`src/rtl/dehaze_pkg.sv`:
```
// dehaze_pkg
// Shared definitions for the dehaze pipeline stages: pixel width, default
// coordinate counter widths and the frame-tracking state encoding used by
// consumers of the dark-channel stream.
package dehaze_pkg;

  localparam int DATA_W = 8;
  localparam int DEF_XW = 10;
  localparam int DEF_YW = 10;

  typedef enum logic [1:0] {
    IDLE,
    ARMED,
    ACTIVE,
    DONE
  } state_e;

endpackage

```
`src/rtl/stream_pos_counter.sv`:
```
// stream_pos_counter
// Tracks position inside a vsync/href/clken video stream. Registers vsync and
// href to produce frame/line edge strobes, and keeps saturating x/y counters
// giving the coordinate of the pixel presented in the current cycle.
//
// Ports:
//   clk, rst    clock, synchronous active-high reset
//   vsync       frame valid
//   href        line valid
//   clken       pixel strobe
//   clear       restart the counters at (0,0) this cycle (frame start)
//   count_en    advance counters on consumed pixels / line ends
//   rise, fall  vsync edges (current input vs registered copy)
//   href_fall   end of line
//   pix_valid   a pixel is consumed this cycle (vsync & href & clken)
//   x_cur/y_cur coordinate of the pixel presented this cycle
module stream_pos_counter #(
  parameter int XW = 10,
  parameter int YW = 10
) (
  input  logic          clk,
  input  logic          rst,
  input  logic          vsync,
  input  logic          href,
  input  logic          clken,
  input  logic          clear,
  input  logic          count_en,
  output logic          rise,
  output logic          fall,
  output logic          href_fall,
  output logic          pix_valid,
  output logic [XW-1:0] x_cur,
  output logic [YW-1:0] y_cur
);

  logic          vsync_prev_q;
  logic          href_prev_q;
  logic [XW-1:0] x_q, x_d;
  logic [YW-1:0] y_q, y_d;

  // The registered vsync resets high so a frame already running when reset
  // releases never looks like a fresh frame start.
  always_ff @(posedge clk) begin
    if (rst) begin
      vsync_prev_q <= 1'b1;
      href_prev_q  <= 1'b0;
      x_q          <= '0;
      y_q          <= '0;
    end else begin
      vsync_prev_q <= vsync;
      href_prev_q  <= href;
      x_q          <= x_d;
      y_q          <= y_d;
    end
  end

  always_comb begin
    rise      = vsync & ~vsync_prev_q;
    fall      = ~vsync & vsync_prev_q;
    href_fall = ~href & href_prev_q;
    pix_valid = vsync & href & clken;

    // A pixel arriving together with the frame start sits at (0,0).
    x_cur = clear ? '0 : x_q;
    y_cur = clear ? '0 : y_q;

    x_d = x_q;
    y_d = y_q;
    if (clear) begin
      x_d = '0;
      y_d = '0;
      if (pix_valid) begin
        x_d = XW'(1);
      end
    end else if (count_en) begin
      // Counters stick at all-ones instead of wrapping on oversized frames.
      if (pix_valid && (x_q != '1)) begin
        x_d = x_q + XW'(1);
      end
      if (href_fall) begin
        x_d = '0;
        if (y_q != '1) begin
          y_d = y_q + YW'(1);
        end
      end
    end
  end

endmodule

```
`src/rtl/atmo_light_estimator.sv`:
```
// atmo_light_estimator
// Consumes the dark-channel stream and, per frame, finds the brightest dark
// value (atmospheric light A) and the coordinate of its first occurrence.
// The result is published with a one-cycle atmo_valid pulse at frame end and
// held until the next frame completes.
//
// Build option: define ATMO_SMOOTH_EN to low-pass the published value across
// frames as (3*prev + new + 2) >> 2; the first frame after reset is loaded
// unfiltered. Coordinates are always those of the current frame.
//
// Ports:
//   clk, rst     clock, synchronous active-high reset
//   dark_vsync   frame valid
//   dark_href    line valid
//   dark_clken   pixel strobe (pixel consumed when href & clken)
//   dark_value   dark-channel pixel value
//   atmo_valid   one-cycle pulse, result updated
//   atmo_value   estimated atmospheric light A
//   atmo_x/y     0-based coordinate of the maximum
//   busy         a frame is being accumulated
module atmo_light_estimator
  import dehaze_pkg::*;
#(
  parameter int IMG_W = 640,
  parameter int IMG_H = 480,
  parameter int XW    = DEF_XW,
  parameter int YW    = DEF_YW
) (
  input  logic              clk,
  input  logic              rst,
  input  logic              dark_vsync,
  input  logic              dark_href,
  input  logic              dark_clken,
  input  logic [DATA_W-1:0] dark_value,
  output logic              atmo_valid,
  output logic [DATA_W-1:0] atmo_value,
  output logic [XW-1:0]     atmo_x,
  output logic [YW-1:0]     atmo_y,
  output logic              busy
);

  // Oversized frames still work, but coordinates beyond the counter range
  // collapse onto the saturated value.
  if ((IMG_W > (1 << XW)) || (IMG_H > (1 << YW))) begin : g_dim_check
    $warning("atmo_light_estimator: image larger than coordinate counters");
  end

  state_e            state_q, state_d;
  logic [DATA_W-1:0] max_q, max_d;
  logic [XW-1:0]     best_x_q, best_x_d;
  logic [YW-1:0]     best_y_q, best_y_d;
  logic              atmo_valid_q, atmo_valid_d;
  logic [DATA_W-1:0] atmo_value_q, atmo_value_d;
  logic [XW-1:0]     atmo_x_q, atmo_x_d;
  logic [YW-1:0]     atmo_y_q, atmo_y_d;

  logic              rise, fall, href_fall, pix_valid;
  logic              clear, count_en;
  logic [XW-1:0]     x_cur;
  logic [YW-1:0]     y_cur;
  logic [DATA_W-1:0] cand_max;
  logic [XW-1:0]     cand_x;
  logic [YW-1:0]     cand_y;
  logic [DATA_W-1:0] new_value;

  stream_pos_counter #(
    .XW(XW),
    .YW(YW)
  ) u_pos (
    .clk      (clk),
    .rst      (rst),
    .vsync    (dark_vsync),
    .href     (dark_href),
    .clken    (dark_clken),
    .clear    (clear),
    .count_en (count_en),
    .rise     (rise),
    .fall     (fall),
    .href_fall(href_fall),
    .pix_valid(pix_valid),
    .x_cur    (x_cur),
    .y_cur    (y_cur)
  );

  // A frame starts from ARMED, or straight out of DONE when the gap between
  // frames is a single low vsync cycle.
  assign clear    = rise & ((state_q == ARMED) | (state_q == DONE));
  assign count_en = (state_q == ACTIVE);

`ifdef ATMO_SMOOTH_EN
  logic       first_q, first_d;
  logic [9:0] blend_sum;

  always_ff @(posedge clk) begin
    if (rst) begin
      first_q <= 1'b1;
    end else begin
      first_q <= first_d;
    end
  end

  // 3*prev + new + 2 peaks at 1022, so 10 bits never overflow.
  always_comb begin
    blend_sum = {2'b00, atmo_value_q} + {1'b0, atmo_value_q, 1'b0}
              + {2'b00, max_q} + 10'd2;
    new_value = first_q ? max_q : DATA_W'(blend_sum >> 2);
    first_d   = first_q;
    if ((state_q == ACTIVE) && fall) begin
      first_d = 1'b0;
    end
  end
`else
  assign new_value = max_q;
`endif

  always_ff @(posedge clk) begin
    if (rst) begin
      state_q      <= IDLE;
      max_q        <= '0;
      best_x_q     <= '0;
      best_y_q     <= '0;
      atmo_valid_q <= 1'b0;
      atmo_value_q <= '0;
      atmo_x_q     <= '0;
      atmo_y_q     <= '0;
    end else begin
      state_q      <= state_d;
      max_q        <= max_d;
      best_x_q     <= best_x_d;
      best_y_q     <= best_y_d;
      atmo_valid_q <= atmo_valid_d;
      atmo_value_q <= atmo_value_d;
      atmo_x_q     <= atmo_x_d;
      atmo_y_q     <= atmo_y_d;
    end
  end

  always_comb begin
    state_d      = state_q;
    max_d        = max_q;
    best_x_d     = best_x_q;
    best_y_d     = best_y_q;
    atmo_valid_d = 1'b0;
    atmo_value_d = atmo_value_q;
    atmo_x_d     = atmo_x_q;
    atmo_y_d     = atmo_y_q;

    // On the start cycle the comparison runs against a cleared maximum, so a
    // pixel arriving with the rise is the first candidate.
    cand_max = clear ? '0 : max_q;
    cand_x   = clear ? '0 : best_x_q;
    cand_y   = clear ? '0 : best_y_q;

    unique case (state_q)
      IDLE: begin
        if (!dark_vsync) begin
          state_d = ARMED;
        end
      end
      ARMED: begin
        if (rise) begin
          state_d = ACTIVE;
        end
      end
      ACTIVE: begin
        if (fall) begin
          state_d      = DONE;
          atmo_valid_d = 1'b1;
          atmo_value_d = new_value;
          atmo_x_d     = best_x_q;
          atmo_y_d     = best_y_q;
        end
      end
      DONE: begin
        state_d = rise ? ACTIVE : ARMED;
      end
      default: begin
        state_d = IDLE;
      end
    endcase

    // Strict compare keeps the first occurrence on ties.
    if (clear || count_en) begin
      max_d    = cand_max;
      best_x_d = cand_x;
      best_y_d = cand_y;
      if (pix_valid && (dark_value > cand_max)) begin
        max_d    = dark_value;
        best_x_d = x_cur;
        best_y_d = y_cur;
      end
    end
  end

  assign atmo_valid = atmo_valid_q;
  assign atmo_value = atmo_value_q;
  assign atmo_x     = atmo_x_q;
  assign atmo_y     = atmo_y_q;
  assign busy       = (state_q == ACTIVE);

endmodule
```
`config.mk`:
```
export PLATFORM = sky130hd
export DESIGN_NAME = atmo_light_estimator
export DESIGN_NICKNAME = d
export VERILOG_FILES = /design/src/rtl/dehaze_pkg.sv /design/src/rtl/stream_pos_counter.sv /design/src/rtl/atmo_light_estimator.sv
export SDC_FILE = /design/constraint.sdc
export NUM_CORES = 1
export LEC_CHECK = 0
export CAP_MARGIN = 20
export CORE_ASPECT_RATIO = 1.2
export CORE_UTILIZATION = 50
export CTS_CLUSTER_DIAMETER = 60
export CTS_CLUSTER_SIZE = 30
export DETAILED_ROUTE_END_ITERATION = 12
export PLACE_DENSITY = 0.76
export SYNTH_ARGS = -nofsm -noshare
export SYNTH_HDL_FRONTEND = slang
export SYNTH_SLANG_ARGS = --single-unit
```
`constraint.sdc`:
```
create_clock -name clk -period 2.8 [get_ports clk]
set_clock_uncertainty 0.1 [all_clocks]
set_input_delay 0.42 -clock clk [delete_from_list [all_inputs] [get_ports clk]]
set_output_delay 0.42 -clock clk [all_outputs]
set_load 0.05 [all_outputs]
```
==> results of run 1 <==
[cells in the mapped netlist, types with 2 or more instances]
library cell / count / share of area, %
sky130_fd_sc_hd__a21boi_0: 2 / 0.42
sky130_fd_sc_hd__nand2_1: 71 / 7.4
sky130_fd_sc_hd__nand2b_1: 6 / 1.0
sky130_fd_sc_hd__clkbuf_1: 20 / 2.1
sky130_fd_sc_hd__inv_1: 6 / 0.63
sky130_fd_sc_hd__o21ai_0: 2 / 0.28
sky130_fd_sc_hd__or3_1: 2 / 0.35
sky130_fd_sc_hd__and4_1: 5 / 1.2
sky130_fd_sc_hd__buf_4: 2 / 0.42
sky130_fd_sc_hd__nor2_2: 2 / 0.35
sky130_fd_sc_hd__or4_1: 2 / 0.42
sky130_fd_sc_hd__nor3_1: 7 / 0.98
sky130_fd_sc_hd__o21ai_1: 2 / 0.28
sky130_fd_sc_hd__o211a_1: 2 / 0.56
sky130_fd_sc_hd__nand3_1: 20 / 2.8
sky130_fd_sc_hd__a32o_1: 8 / 2.2
sky130_fd_sc_hd__nor2b_1: 3 / 0.52
sky130_fd_sc_hd__a21oi_1: 65 / 9.1
sky130_fd_sc_hd__xnor2_1: 6 / 1.5
sky130_fd_sc_hd__a211oi_1: 4 / 0.84
sky130_fd_sc_hd__buf_2: 7 / 0.98
sky130_fd_sc_hd__nand4_1: 16 / 2.8
sky130_fd_sc_hd__dfxtp_1: 81 / 45
sky130_fd_sc_hd__ha_1: 10 / 3.5
sky130_fd_sc_hd__a31oi_1: 3 / 0.52
sky130_fd_sc_hd__nor2_1: 22 / 2.3
sky130_fd_sc_hd__o211ai_1: 24 / 5.0
[where the power goes]
group / internal [mW] / switching (mW) / total, mW
Sequential: 1.15 / 0.00282 / 1.16
Clock: 0.337 / 0.471 / 0.808
Combinational: 0.0430 / 0.0654 / 0.108
[flip-flops by register name (all words and copies together) (netlist names)]
signal / cells
u_pos.x_q: 10
u_pos.vsync_prev_q: 1
state_q: 2
atmo_valid: 1
best_x_q: 10
max_q: 8
atmo_x: 10
atmo_value: 8
u_pos.href_prev_q: 1
best_y_q: 10
u_pos.y_q: 10
atmo_y: 10
[routing by layer]
| layer | part of all wire, % | up-vias |
|---|---|---|
| li1 | - | 1608 |
| met1 | 47 | 1489 |
| met2 | 45 | 114 |
| met3 | 5.9 | 13 |
| met4 | 1.7 | 0 |
| met5 | 0 | - |
[path summary, 6_finish.rpt]
check,from,to,slack (ns),cells after the start
max,dark_vsync,max_q[3],0.14,10
min,rst,u_pos.href_prev_q,0.24,2
min reg2reg,best_y_q[0],atmo_y[0],0.35,2
max reg2reg,u_pos.vsync_prev_q,max_q[3],0.28,9
[area by class of cell]
class,instances,area [um2]
fill,586,2570
sequential,81,1620
clock inverter,7,61.3
clock buffer,9,124
timing repair buffer,59,581
inverter,6,22.5
multi-input combinational,305,1810
tap,87,109
[kinds of logic after synthesis]
family,synth area share [%]
simple gates,23.1
fa+ha+maj,3.50
compound gates,21.9
xor+xnor,1.71
flops,45.3
buf+inv,4.23
mux,0.280
[through the flow]
step           utilization (%)  cell area [um2]  worst slack [ns]  TNS, ns  instances
5_1_grt                   62.7             4330            0.0248        0        554
6_report                  62.7             4330             0.143        0        554
4_1_cts                   62.7             4330             0.161        0        554
2_1_floorplan                -             3580             0.137        0        422
3_5_place_dp              60.0             4140            -0.214    -2.62        538
3_3_place_gp              60.0             4140            -0.104   -0.829        538
==> results, run 1 <==
- The register clock-pin slew on the reported worst setup and hold paths is 0.09 ns.
- The net count of the finished layout is slightly below 500.
- The routability-driven placement congestion ratio is ~0.84.
- The tightest hold path in the finished design has a slack of 0.241 ns.
- The critical path buffer and inverter count is 2.
- Setup repair after global routing left no endpoint under its margin.
- In this run the vertical extent of the chip is 94.7 um.
- The first global-routing pass estimated about 13000 um of wire.
- The total setup violations reported at the end of the flow is 0.
- The most frequent standard cell in the layout excluding fill and tap cells is sky130_fd_sc_hd__dfxtp_1.
- For this configuration, the core starts out at a cell density of approximately half.
- The total of max-cap violations is 0.
- Wires add up to 7890 um.
- In this run the tightest slew margin relative to its limit is about three fifths.
- The synthesized net count is around 450.
- Of the cells placed in the final design, the portion with a size suffix greater than 1 is 9.42%.
- The initial antenna violation count came to 0.
- The share of async-settable or async-resettable flops after synthesis is 0%.
- The post-route total power is a little over 2 mW.
- The via count of the first global-routing pass is about 2.8k.
- The max-slew violation count is 0.
- After synthesis, the mean cell area works out to around 8.5 um2.
- The met2 routing resource usage after global routing is between 30% and 40%.
- The worst setup path is of the in -> reg kind.
- The post-synthesis cell type count is 49.
- The number of port buffers is 42.
- The detailed-routing iteration count for the pre-antenna-repair pass is 5.
- Summing the sequential cell areas from Yosys gives between 40 and 50% of the chip area.
- The post-synthesis instance total is 422.
- The family of cells with the greatest summed delay on the critical path is compound AO/OA/AOI/OAI gates.
- The H-tree level count is 3.
- The standard-cell row count is 33.
- The CTS tree is built.
- During I/O placement, the number of pins put on the boundary was 43.
- Data on the critical path is required at its endpoint by 3.00 ns.
- The die outline area is roughly 0.0075 mm2.
- The clock root buffer master is sky130_fd_sc_hd__clkbuf_8.
- Dividing the detail-routed via count by the number of cells gives about 5.8.
- The detail route stage leaves a number of antenna-violating nets equal to 0.
- The library cells used most frequently in the layout, excluding fill and tap cells, are sky130_fd_sc_hd__dfxtp_1 (81), sky130_fd_sc_hd__nand2_1 (71), sky130_fd_sc_hd__a21oi_1 (65), sky130_fd_sc_hd__clkdlybuf4s50_1 (41), sky130_fd_sc_hd__o211ai_1 (24).
- The analysis attributes to cell leakage a power of roughly 1.4 nW.
- The source-to-sink clock delay at the later pin of the worst-skew pair is 0.35 ns.
- The slowest stage of the critical path is the sky130_fd_sc_hd__o21ai_1 cell.
- The longest individual stage delay on the worst path is approximately 0.50 ns.
- The met1 global-route usage is between 20% and 30%.
- The global routing's busiest layer is met2.
- For the pin with the worst max-slew slack, the measured transition is around 0.6 ns.
- In the synthesized netlist the dominant register cell turns out to be sky130_fd_sc_hd__dfxtp_1.
- The startpoint class of the critical path is an input pin.
- The met3 layer usage reported by global route is approximately 4.6%.
- The number of antenna diodes in the final layout is 0.
- The number of clock sinks seen by CTS is approximately 80.
- After detailed routing, the number of remaining DRC violations is 0.
- The wire-length estimate of the detail-placed layout is between 5000 and 6000 um.
- Power spread over the standard cell area amounts to between 400 and 500 mW/mm2.
- The nature of the critical path endpoint is a flop.
- STA puts the critical path data arrival time at about 2.9 ns.
- The signal on the critical path passes through clkdlybuf4s50_1 > nand3b_1 > buf_4 > nand2_1 > ha_1 > nor2b_1 > o211a_1 > o21a_1 > o21ai_1 > a32o_1.
- The overall via count from detail_route is roughly 3.2k.
- Entering global routing, the biggest net connects 53 pins.
- The overall routing resource usage is ~22%.
- The count of final hold-check violations came to 0.
- The post-layout minimum cycle time is between 2 and 3 ns.
- In the finished design, the share of the clock period the worst path needs comes to between 90% and 100%.
- The largest fanout of any net on the critical path is 8.
- The area of the core is approximately 0.007 mm2.
- The count of flip-flops with a built-in enable after synthesis is 0.
- The die extent in x is about 79 um.
- The number of clock buffers added by TritonCTS is 9.
- The cell area after synthesis is around 0.0036 mm2.
- Based on the critical path, the design can be clocked at up to between 300 and 400 MHz.
- Across the VDD grid, the largest voltage drop is between 0.2 and 0.3 mV.
- The number of hold-repair buffers added at the cts stage is 0.
- In this run, synthesis produced a sequential element count of a little over 80.
- Summed over all layers, the global routing overflow is 0.
- The growth of design area from synthesis to finish is 20.8%.
- The clock passes through at most 2 buffers.
- The average routed wire per standard cell is approximately 14 um.
- The total of cells resized after clock tree synthesis is 0.
- The flow ran to the end, and the final reports show no timing, DRC or antenna violations.
- The post-CTS setup buffer count is 0.
- The count of yosys warnings during synthesis is 0.
- The min-delay analysis places its worst path in the category in -> reg.
- The initial detailed-routing violation count is between 200 and 250.
Note: power is estimated with default switching activity, not from simulation.
==> run 2, diff against run 1 <==
--- a/config.mk
+++ b/config.mk
@@ -5,13 +5,14 @@
 export SDC_FILE = /design/constraint.sdc
 export NUM_CORES = 1
 export LEC_CHECK = 0
+export ABC_AREA = 1
 export CAP_MARGIN = 20
 export CORE_ASPECT_RATIO = 1.2
-export CORE_UTILIZATION = 50
+export CORE_UTILIZATION = 60
 export CTS_CLUSTER_DIAMETER = 60
 export CTS_CLUSTER_SIZE = 30
 export DETAILED_ROUTE_END_ITERATION = 12
-export PLACE_DENSITY = 0.76
+export PLACE_DENSITY = 0.85
 export SYNTH_ARGS = -nofsm -noshare
 export SYNTH_HDL_FRONTEND = slang
 export SYNTH_SLANG_ARGS = --single-unit
==> constraint.sdc (replaced) <==
create_clock -name clk -period 3.4 [get_ports clk]
set_clock_uncertainty 0.1 [all_clocks]
set_input_delay 0.51 -clock clk [delete_from_list [all_inputs] [get_ports clk]]
set_output_delay 0.51 -clock clk [all_outputs]
set_load 0.05 [all_outputs]
==> results, run 2 <==
- The final cell count without fillers is 633 (+14%).
- Setup repair after global routing left no endpoint under its margin.
- The number of diodes came to 0 (unchanged).
- The post-route worst setup slack is 0.733 ns (+0.590 ns).
- The total setup violations reported at the end of the flow is 0 (unchanged).
- The worst ir drop on vdd came to 0.302 mV (+16%).
- The max-slew violation count was 0 (unchanged).
- The final worst hold slack is 0.378 ns (+0.138 ns).
- The number of buffers on the longest clock path is 2 (unchanged).
- The total power density per cell area came to 423 mW/mm2 (-12%).
- The synthesized net count is 535 (+20%).
- The total of cells resized after clock tree synthesis is 0 (unchanged).
- The total clock buffers created by CTS came to 9 (unchanged).
- The number of port buffers is 42 (unchanged).
- The number of vias per cell is 5.48 (-5.8%).
- The synthesized design spends more area on one cell type than any other, namely sky130_fd_sc_hd__dfxtp_1.
- The number of top-level pins is 43 (unchanged).
- The routability-driven placement congestion ratio was 0.854 (+1.7%).
- The number of hold-repair buffers added at the cts stage is 0 (unchanged).
- The share of the core filled with cells in the final layout came to 75.0% (+12 points).
- The source-to-sink clock delay at the later pin of the worst-skew pair is 0.35 ns (about the same).
- The CTS tree is built.
- The post-synthesis instance total is 512 (+21%).
- The initial detailed-routing violation count is 151 (-37%).
- The leading register cell type out of synthesis is sky130_fd_sc_hd__dfxtp_1.
- The count of final hold-check violations was 0 (unchanged).
- The total placed instance area is 0.00412 mm2 (-0.42%).
- The average routed wire per standard cell is 13.8 um (-3.0%).
- The standard-cell row count is 30 (-9.1%).
- The cell type of the slowest stage on the worst timing path is sky130_fd_sc_hd__clkdlybuf4s50_1.
- The first-pass GRT wire length was 14400 um (+11%).
- The overall via count from detail_route is 3471 (+7.7%).
- The H-tree level count is 3 (unchanged).
- The number of clock sinks seen by CTS is 81 (unchanged).
- The largest fanout of any net on the critical path is 20 (+12).
- The startpoint class of the critical path is an input pin.
- The actual slew at the worst max-slew pin was 0.882 ns (+0.267 ns).
- The share of async-settable or async-resettable flops after synthesis was 0% (unchanged).
- The remaining number of nets flagged by the antenna check after routing is 0 (unchanged).
- The number of nets at the end of the flow is 571 (+18%).
- The count of state elements after synthesis was 81 (unchanged).
- The height of the die is 87.7 um (-7.4%).
- The overall routing resource usage came to 29.0% (+6.9 points).
- The total of max-cap violations was 0 (unchanged).
- The count of flip-flops with a built-in enable after synthesis came to 0 (unchanged).
- The sum of overflow across all layers after global routing is 0 (unchanged).
- The total DRC errors in the routed layout was 0 (unchanged).
- The remaining max-slew budget at the tightest pin is 41.2% (-18 points).
- The growth of design area from synthesis to finish is 18.1%.
- The run finished with clean final reports.
- The critical path buffer and inverter count was 3 (+1).
- The critical path is of the in -> reg type.
- The post-layout minimum cycle time is approximately 2.7 ns.
- The critical path data required time came to 3.58 ns (+0.58 ns).
- The data arrival time of the worst path is 2.84 ns (-0.02 ns).
- The post-synthesis cell type count is 35 (-29%).
- By instance count, the leading cell after synthesis is sky130_fd_sc_hd__nand2_1.
- The share of cells above drive strength 1 is 7.05% (-2.4 points).
- The placed instance count is 617 (+15%).
- The worst setup timing slack at the placement stage came to 0.377 ns (+0.590 ns).
- The most frequent standard cell in the layout excluding fill and tap cells is sky130_fd_sc_hd__nand2_1.
- Sorting the synthesized cells by how often they occur yields sky130_fd_sc_hd__nand2_1 (93), sky130_fd_sc_hd__nor2_1 (87), sky130_fd_sc_hd__dfxtp_1 (81), sky130_fd_sc_hd__nand3_1 (54), sky130_fd_sc_hd__inv_1 (46).
- The initial antenna violation count came to 0 (unchanged).
- The top-area cell type share of the netlist area came to 44.2% (-1.1 points).
- The final-layout fill cell count was 480 (-18%).
- The die extent in x is 73.4 um (-7.4%).
- The effective utilization at floorplan is 63.5% (+12 points).
- The die outline area was 0.00644 mm2 (-14%).
- The signal on the critical path passes through clkdlybuf4s50_1 > nand3_1 > nand2_1 > inv_1 > ha_1 > nand2_1 > nor2_1 > a21oi_4 > nand3_2 > inv_2 > nand2_1 > a21oi_1.
- The post-CTS setup buffer count is 0 (unchanged).
- The proportion of synthesized chip area in sequential cells is 44.2% (-1.1 points).
- The library cell appearing most often on the critical path is sky130_fd_sc_hd__nand2_1.
- The via count of the first global-routing pass is 3301 (+16%).
- The largest net degree at the start of global routing is 44 (-17%).
- Timing would allow up to 375 MHz.
- The nature of the critical path endpoint is a flop.
- The final critical path takes up around four fifths of the cycle.
- The longest individual stage delay on the worst path is 0.48 ns (-0.02 ns).
- The post-route total power is 1.83 mW (-12%).
- The total area of sequential cells is 0.00162 mm2 (unchanged).
- The final sum of negative setup slack came to 0 ns (unchanged).
- The count of yosys warnings during synthesis is 0 (unchanged).
- The register clock-pin slew on the reported worst setup and hold paths was 0.09 ns (about the same).
- In the layout the commonest cells are sky130_fd_sc_hd__nand2_1 (93), sky130_fd_sc_hd__nor2_1 (87), sky130_fd_sc_hd__dfxtp_1 (81), sky130_fd_sc_hd__nand3_1 (54), sky130_fd_sc_hd__inv_1 (46).
- The area of all placed cells without fillers came to 0.00434 mm2 (+0.23%).
- The total detailed-routing wirelength is 8750 um (+11%).
- The path class of the lowest-slack min-delay path is reg -> reg.
- The leakage power summed over all cells is 1.88 nW (+32%).
- CTS placed an instance of sky130_fd_sc_hd__clkbuf_8 at the clock tree root.
- The cell area after synthesis is 0.00367 mm2 (+2.6%).
- The area of combinational cells with multiple inputs was 0.00175 mm2 (-3.4%).
- The mean instance size in the synthesized netlist came to 7.17 um2 (-15%).
- The detailed-routing iteration count for the pre-antenna-repair pass is 5 (unchanged).
- After synthesis, the cell types taking the most area are sky130_fd_sc_hd__dfxtp_1 (44%), sky130_fd_sc_hd__nand2_1 (9.5%), sky130_fd_sc_hd__nor2_1 (8.9%).
- The area of the core is 0.00578 mm2 (-16%).
- On the critical path the largest part of the delay comes from buffers and inverters.
- The post-detailed-placement half-perimeter wirelength came to 6090 um (+10%).
==> run 2: changes by cell type in the layout (fill, tap and decap cells not counted), sizes merged, moves of 13 or more <==
cell    before  now
nand3       21   57
inv          9   50
nor2        24   89
nand2       71   98
o211ai      24    0
a21oi       65   36
nand4       16    3
o21ai        4   43
==> run 2: worst paths after layout <==
path / startpoint / endpoint / slack, ns / cells past startpoint
setup / recovery: dark_vsync / best_x_q[0] / 0.73 / 12
hold reg to reg: best_x_q[8] / best_x_q[8] / 0.38 / 2
setup reg to reg: u_pos.vsync_prev_q / best_x_q[0] / 0.97 / 12
hold / removal: best_x_q[8] / best_x_q[8] / 0.38 / 2
==> run 2: worst register-to-register path, cell delays in order (launching register included) <==
cell and delay (ns):
sky130_fd_sc_hd__dfxtp_1 0.30, sky130_fd_sc_hd__inv_1 0.10, sky130_fd_sc_hd__nand3_1 0.29, sky130_fd_sc_hd__nand2_1 0.17, sky130_fd_sc_hd__inv_1 0.06, sky130_fd_sc_hd__ha_1 0.26, sky130_fd_sc_hd__nand2_1 0.06, sky130_fd_sc_hd__nor2_1 0.06
sky130_fd_sc_hd__a21oi_4 0.28, sky130_fd_sc_hd__nand3_2 0.12, sky130_fd_sc_hd__inv_2 0.26, sky130_fd_sc_hd__nand2_1 0.11, sky130_fd_sc_hd__a21oi_1 0.17
==> run 2: per-layer routing <==
layer  wire length, um  global-route usage, %
met4               258                   13.1
met2              4790                   56.0
met3               397                   5.18
met1              3300                   30.1
met5                 0                      0
==> run 2: where the power goes <==
part           total [mW]  switching [mW]  internal, mW
Sequential          0.968         0.00946         0.958
Combinational       0.127          0.0798        0.0468
Clock               0.741           0.371         0.369
==> run 2: cell type report <==
cell class	count	share of cell area [%]
Tap cell	80	2.31
Inverter	48	4.21
Multi-Input combinational cell	359	40.3
Clock inverter	6	1.73
Sequential cell	81	37.4
Timing Repair Buffer	49	10.9
Clock buffer	10	3.17
==> run 2: cells by family (layout without fill, tap and decap cells) <==
family                     count (synthesis)  count (layout)  synth area share, %
DFF                                       81              81                 44.2
adders and majority gates                 10              10                 3.41
xor gates and xnor gates                   6               6                 1.43
AOI/OAI and AO/OA                         85              85                 12.3
and+or+nand+nor                          258             258                 30.2
buffers and inverters                     72             113                 8.45
==> run 3, diff against run 2 <==
--- a/config.mk
+++ b/config.mk
@@ -8,11 +8,11 @@
 export ABC_AREA = 1
 export CAP_MARGIN = 20
 export CORE_ASPECT_RATIO = 1.2
-export CORE_UTILIZATION = 60
+export CORE_UTILIZATION = 55
 export CTS_CLUSTER_DIAMETER = 60
 export CTS_CLUSTER_SIZE = 30
 export DETAILED_ROUTE_END_ITERATION = 12
-export PLACE_DENSITY = 0.85
+export PLACE_DENSITY = 0.79
 export SYNTH_ARGS = -nofsm -noshare
 export SYNTH_HDL_FRONTEND = slang
 export SYNTH_SLANG_ARGS = --single-unit
==> constraint.sdc (replaced) <==
create_clock -name clk -period 2.6 [get_ports clk]
set_clock_uncertainty 0.1 [all_clocks]
set_input_delay 0.39 -clock clk [delete_from_list [all_inputs] [get_ports clk]]
set_output_delay 0.39 -clock clk [all_outputs]
set_load 0.05 [all_outputs]
==> results, run 3 (synthesized netlist as in run 2, its figures left out) <==
- The number of diodes is 0 (unchanged).
- The nature of the critical path endpoint is a flop.
- The number of port buffers came to 42 (unchanged).
- The height of the die is 91.5 um (+4.3%).
- The largest fanout of any net on the critical path came to 20 (unchanged).
- The fraction of power spent switching nets came to 25.9% (+0.85 points).
- The relative contribution of combinational cells to total power was 7.6% (+0.7 points).
- Walking the worst path, the cells encountered are clkdlybuf4s50_1 > nand3_1 > buf_4 > nand2_1 > ha_1 > nand2_1 > nor2_2 > nand2_1 > nand2_2 > nand3_2 > inv_2 > nand2_1 > a21oi_1.
- The critical path ends at best_y_q[6].
- The share of cells above drive strength 1 is 8.39% (+1.3 points).
- The die extent in x came to 76.6 um (+4.3%).
- CTS placed an instance of sky130_fd_sc_hd__clkbuf_8 at the clock tree root.
- The worst ir drop on vdd came to 0.484 mV (+60%).
- The routability-driven placement congestion ratio is 0.894 (+4.7%).
- Leaving out fill and tap cells, the most frequent cells in the layout are sky130_fd_sc_hd__nand2_1 (92), sky130_fd_sc_hd__nor2_1 (87), sky130_fd_sc_hd__dfxtp_1 (81), sky130_fd_sc_hd__nand3_1 (54), sky130_fd_sc_hd__inv_1 (46).
- The internal power consumption is 1.71 mW (+24%).
- The detailed-routing iteration count for the pre-antenna-repair pass is 7 (+2).
- The initial detailed-routing violation count is 181 (+20%).
- The type of the worst setup path is in -> reg.
- The first-pass GRT wire length is 14600 um (+1.7%).
- Setup repair after global routing left no endpoint under its margin.
- The effective utilization at floorplan came to 57.0% (-6.6 points).
- The highest clock rate is ~420 MHz.
- The worst setup path is launched from an input pin.
- The number of gates on the worst path with buffers counted was 13 (+1).
- The source-to-sink clock delay at the later pin of the worst-skew pair is 0.35 ns (about the same).
- The count of final hold-check violations is 0 (unchanged).
- The cell type of the slowest stage on the worst timing path is sky130_fd_sc_hd__clkdlybuf4s50_1.
- The sum of overflow across all layers after global routing came to 0 (unchanged).
- The total of max-cap violations is 0 (unchanged).
- The total detailed-routing wirelength is 8640 um (-1.2%).
- The die outline area is 0.00701 mm2 (+8.9%).
- The clock share of power is 37.5% (-2.9 points).
- The number of top-level pins was 43 (unchanged).
- The placed instance count was 629 (+1.9%).
- The proportion of power drawn by flip-flops and latches was 54.9% (+2.2 points).
- Of the available clock period, the critical path in the final layout requires between 90% and 100%.
- The remaining number of nets flagged by the antenna check after routing is 0 (unchanged).
- The final worst hold slack is 0.382 ns (+0.00369 ns).
- The number of clock sinks seen by CTS is 81 (unchanged).
- The most frequent standard cell in the layout excluding fill and tap cells is sky130_fd_sc_hd__nand2_1.
- The average routed wire per standard cell is 13.4 um (-3.1%).
- The standard-cell row count was 32 (+6.7%).
- The overall via count from detail_route is 3495 (+0.69%).
- The via count of the first global-routing pass was 3377 (+2.3%).
- The total DRC errors in the routed layout is 0 (unchanged).
- The CTS tree is built.
- The number of hold-repair buffers added at the cts stage came to 0 (unchanged).
- The remaining max-slew budget at the tightest pin is 41.1% (-0.10 points).
- The total power density per cell area is 527 mW/mm2 (+25%).
- From synthesis to final layout, the design area changed by 19.0%.
- The critical path data required time came to 2.77 ns (-0.81 ns).
- The slack of the worst reg-to-reg path was 0.32 ns (-0.65 ns).
- The number of nets at the end of the flow was 578 (+1.2%).
- The library cell appearing most often on the critical path is sky130_fd_sc_hd__nand2_1.
- The largest net degree at the start of global routing is 43 (-2.3%).
- The initial antenna violation count was 0 (unchanged).
- The total setup violations reported at the end of the flow is 0 (unchanged).
- The area of the core is 0.00645 mm2 (+12%).
- The longest individual stage delay on the worst path came to 0.44 ns (-0.04 ns).
- The run finished with clean final reports.
- The post-detailed-placement half-perimeter wirelength is 6000 um (-1.6%).
- The family of cells with the greatest summed delay on the critical path is buffers and inverters.
- The leakage power summed over all cells is 1.90 nW (+1.1%).
- The overall routing resource usage came to 26.3% (-2.8 points).
- The worst register-to-register path ends at best_y_q[6].
- The register clock-pin slew on the reported worst setup and hold paths was 0.09 ns (about the same).
- The H-tree level count came to 3 (unchanged).
- The max-slew violation count is 0 (unchanged).
- The total clock buffers created by CTS came to 9 (unchanged).
- The data arrival time of the worst path is 2.56 ns (-0.28 ns).
- The clock period could shrink to 2.38 ns.
- The cell count of the worst reg-to-reg path is 13 (+1).
- The critical path buffer and inverter count is 3 (unchanged).
- The switching component of the power is 0.597 mW (+30%).
- The timing startpoint of the critical path is dark_vsync.
- The actual slew at the worst max-slew pin was 0.883 ns (+0.00156 ns).
- The number of vias per cell came to 5.42 (-1.2%).
- The startpoint identified for the worst register-to-register timing path is u_pos.vsync_prev_q.
- The path class of the lowest-slack min-delay path is reg -> reg.
- The final cell count without fillers was 645 (+1.9%).
- The number of buffers on the longest clock path is 2 (unchanged).
run 3: worst min path at each step:
stage | cells past startpoint | to | start
final | 2 | best_x_q[7] | u_pos.x_q[7]
after global routing | 2 | best_x_q[7] | u_pos.x_q[7]
after CTS | 2 | best_x_q[7] | u_pos.x_q[7]
after detailed placement | 2 | best_x_q[0] | best_x_q[0]
after global placement | 2 | best_x_q[8] | best_x_q[8]
after floorplan | 2 | best_x_q[8] | best_x_q[8]
run 3: what timing repair did:
| action | CTS | global route |
|---|---|---|
| setup buffers | 0 | 0 |
| gates resized for setup | 0 | 1 |
| endpoints found under the setup margin | 0 | 7 |
run 3: final cells by class:
class                   count  area, um2
well taps                  85        106
flip-flops and latches     81       1620
clock buffers              10        138
inverters                  48        183
clock inverters             6       48.8
repair buffers             56        526
fillers                   566       2080
multi-input cells         359       1750
run 3: power by group through the flow:
stage | combinational, mW | sequential (mW) | clock, mW
after floorplan | 0.0962 | 1.30 | 0
after global placement | 0.169 | 1.29 | 0
after detailed placement | 0.174 | 1.29 | 0
after CTS | 0.175 | 1.26 | 0.872
after global routing | 0.195 | 1.27 | 0.923
final | 0.176 | 1.27 | 0.863
run 3: layer usage:
layer  routed length (um)  vias up  global-route usage [%]
li1                     -     1739                       -
met1                 3390     1654                    26.3
met2                 4760       82                    51.3
met3                  289       20                    5.23
met4                  206        0                    11.7
met5                    0        -                       0
run 3: worst reg2reg max path: stages (launching register included):
cell                      delay, ns
sky130_fd_sc_hd__dfxtp_1       0.32
sky130_fd_sc_hd__inv_1         0.08
sky130_fd_sc_hd__nand3_1       0.12
sky130_fd_sc_hd__buf_4         0.17
sky130_fd_sc_hd__nand2_1       0.06
sky130_fd_sc_hd__ha_1          0.30
sky130_fd_sc_hd__nand2_1       0.08
sky130_fd_sc_hd__nor2_2        0.17
sky130_fd_sc_hd__nand2_1       0.09
sky130_fd_sc_hd__nand2_2       0.07
sky130_fd_sc_hd__nand3_2       0.07
sky130_fd_sc_hd__inv_2         0.26
sky130_fd_sc_hd__nand2_1       0.13
sky130_fd_sc_hd__a21oi_1       0.19
run 3: through the flow:
stage	instance area [um2]	setup TNS [ns]	setup slack [ns]	util [%]	power, mW
after detailed placement	4180	-2.15	-0.174	64.9	1.47
after CTS	4370	0	0.192	67.8	2.31
after global placement	4180	-0.517	-0.0759	64.9	1.46
final	4370	0	0.215	67.8	2.30
after global routing	4370	0	0.0269	67.8	2.39
after floorplan	3670	0	0.231	-	1.40
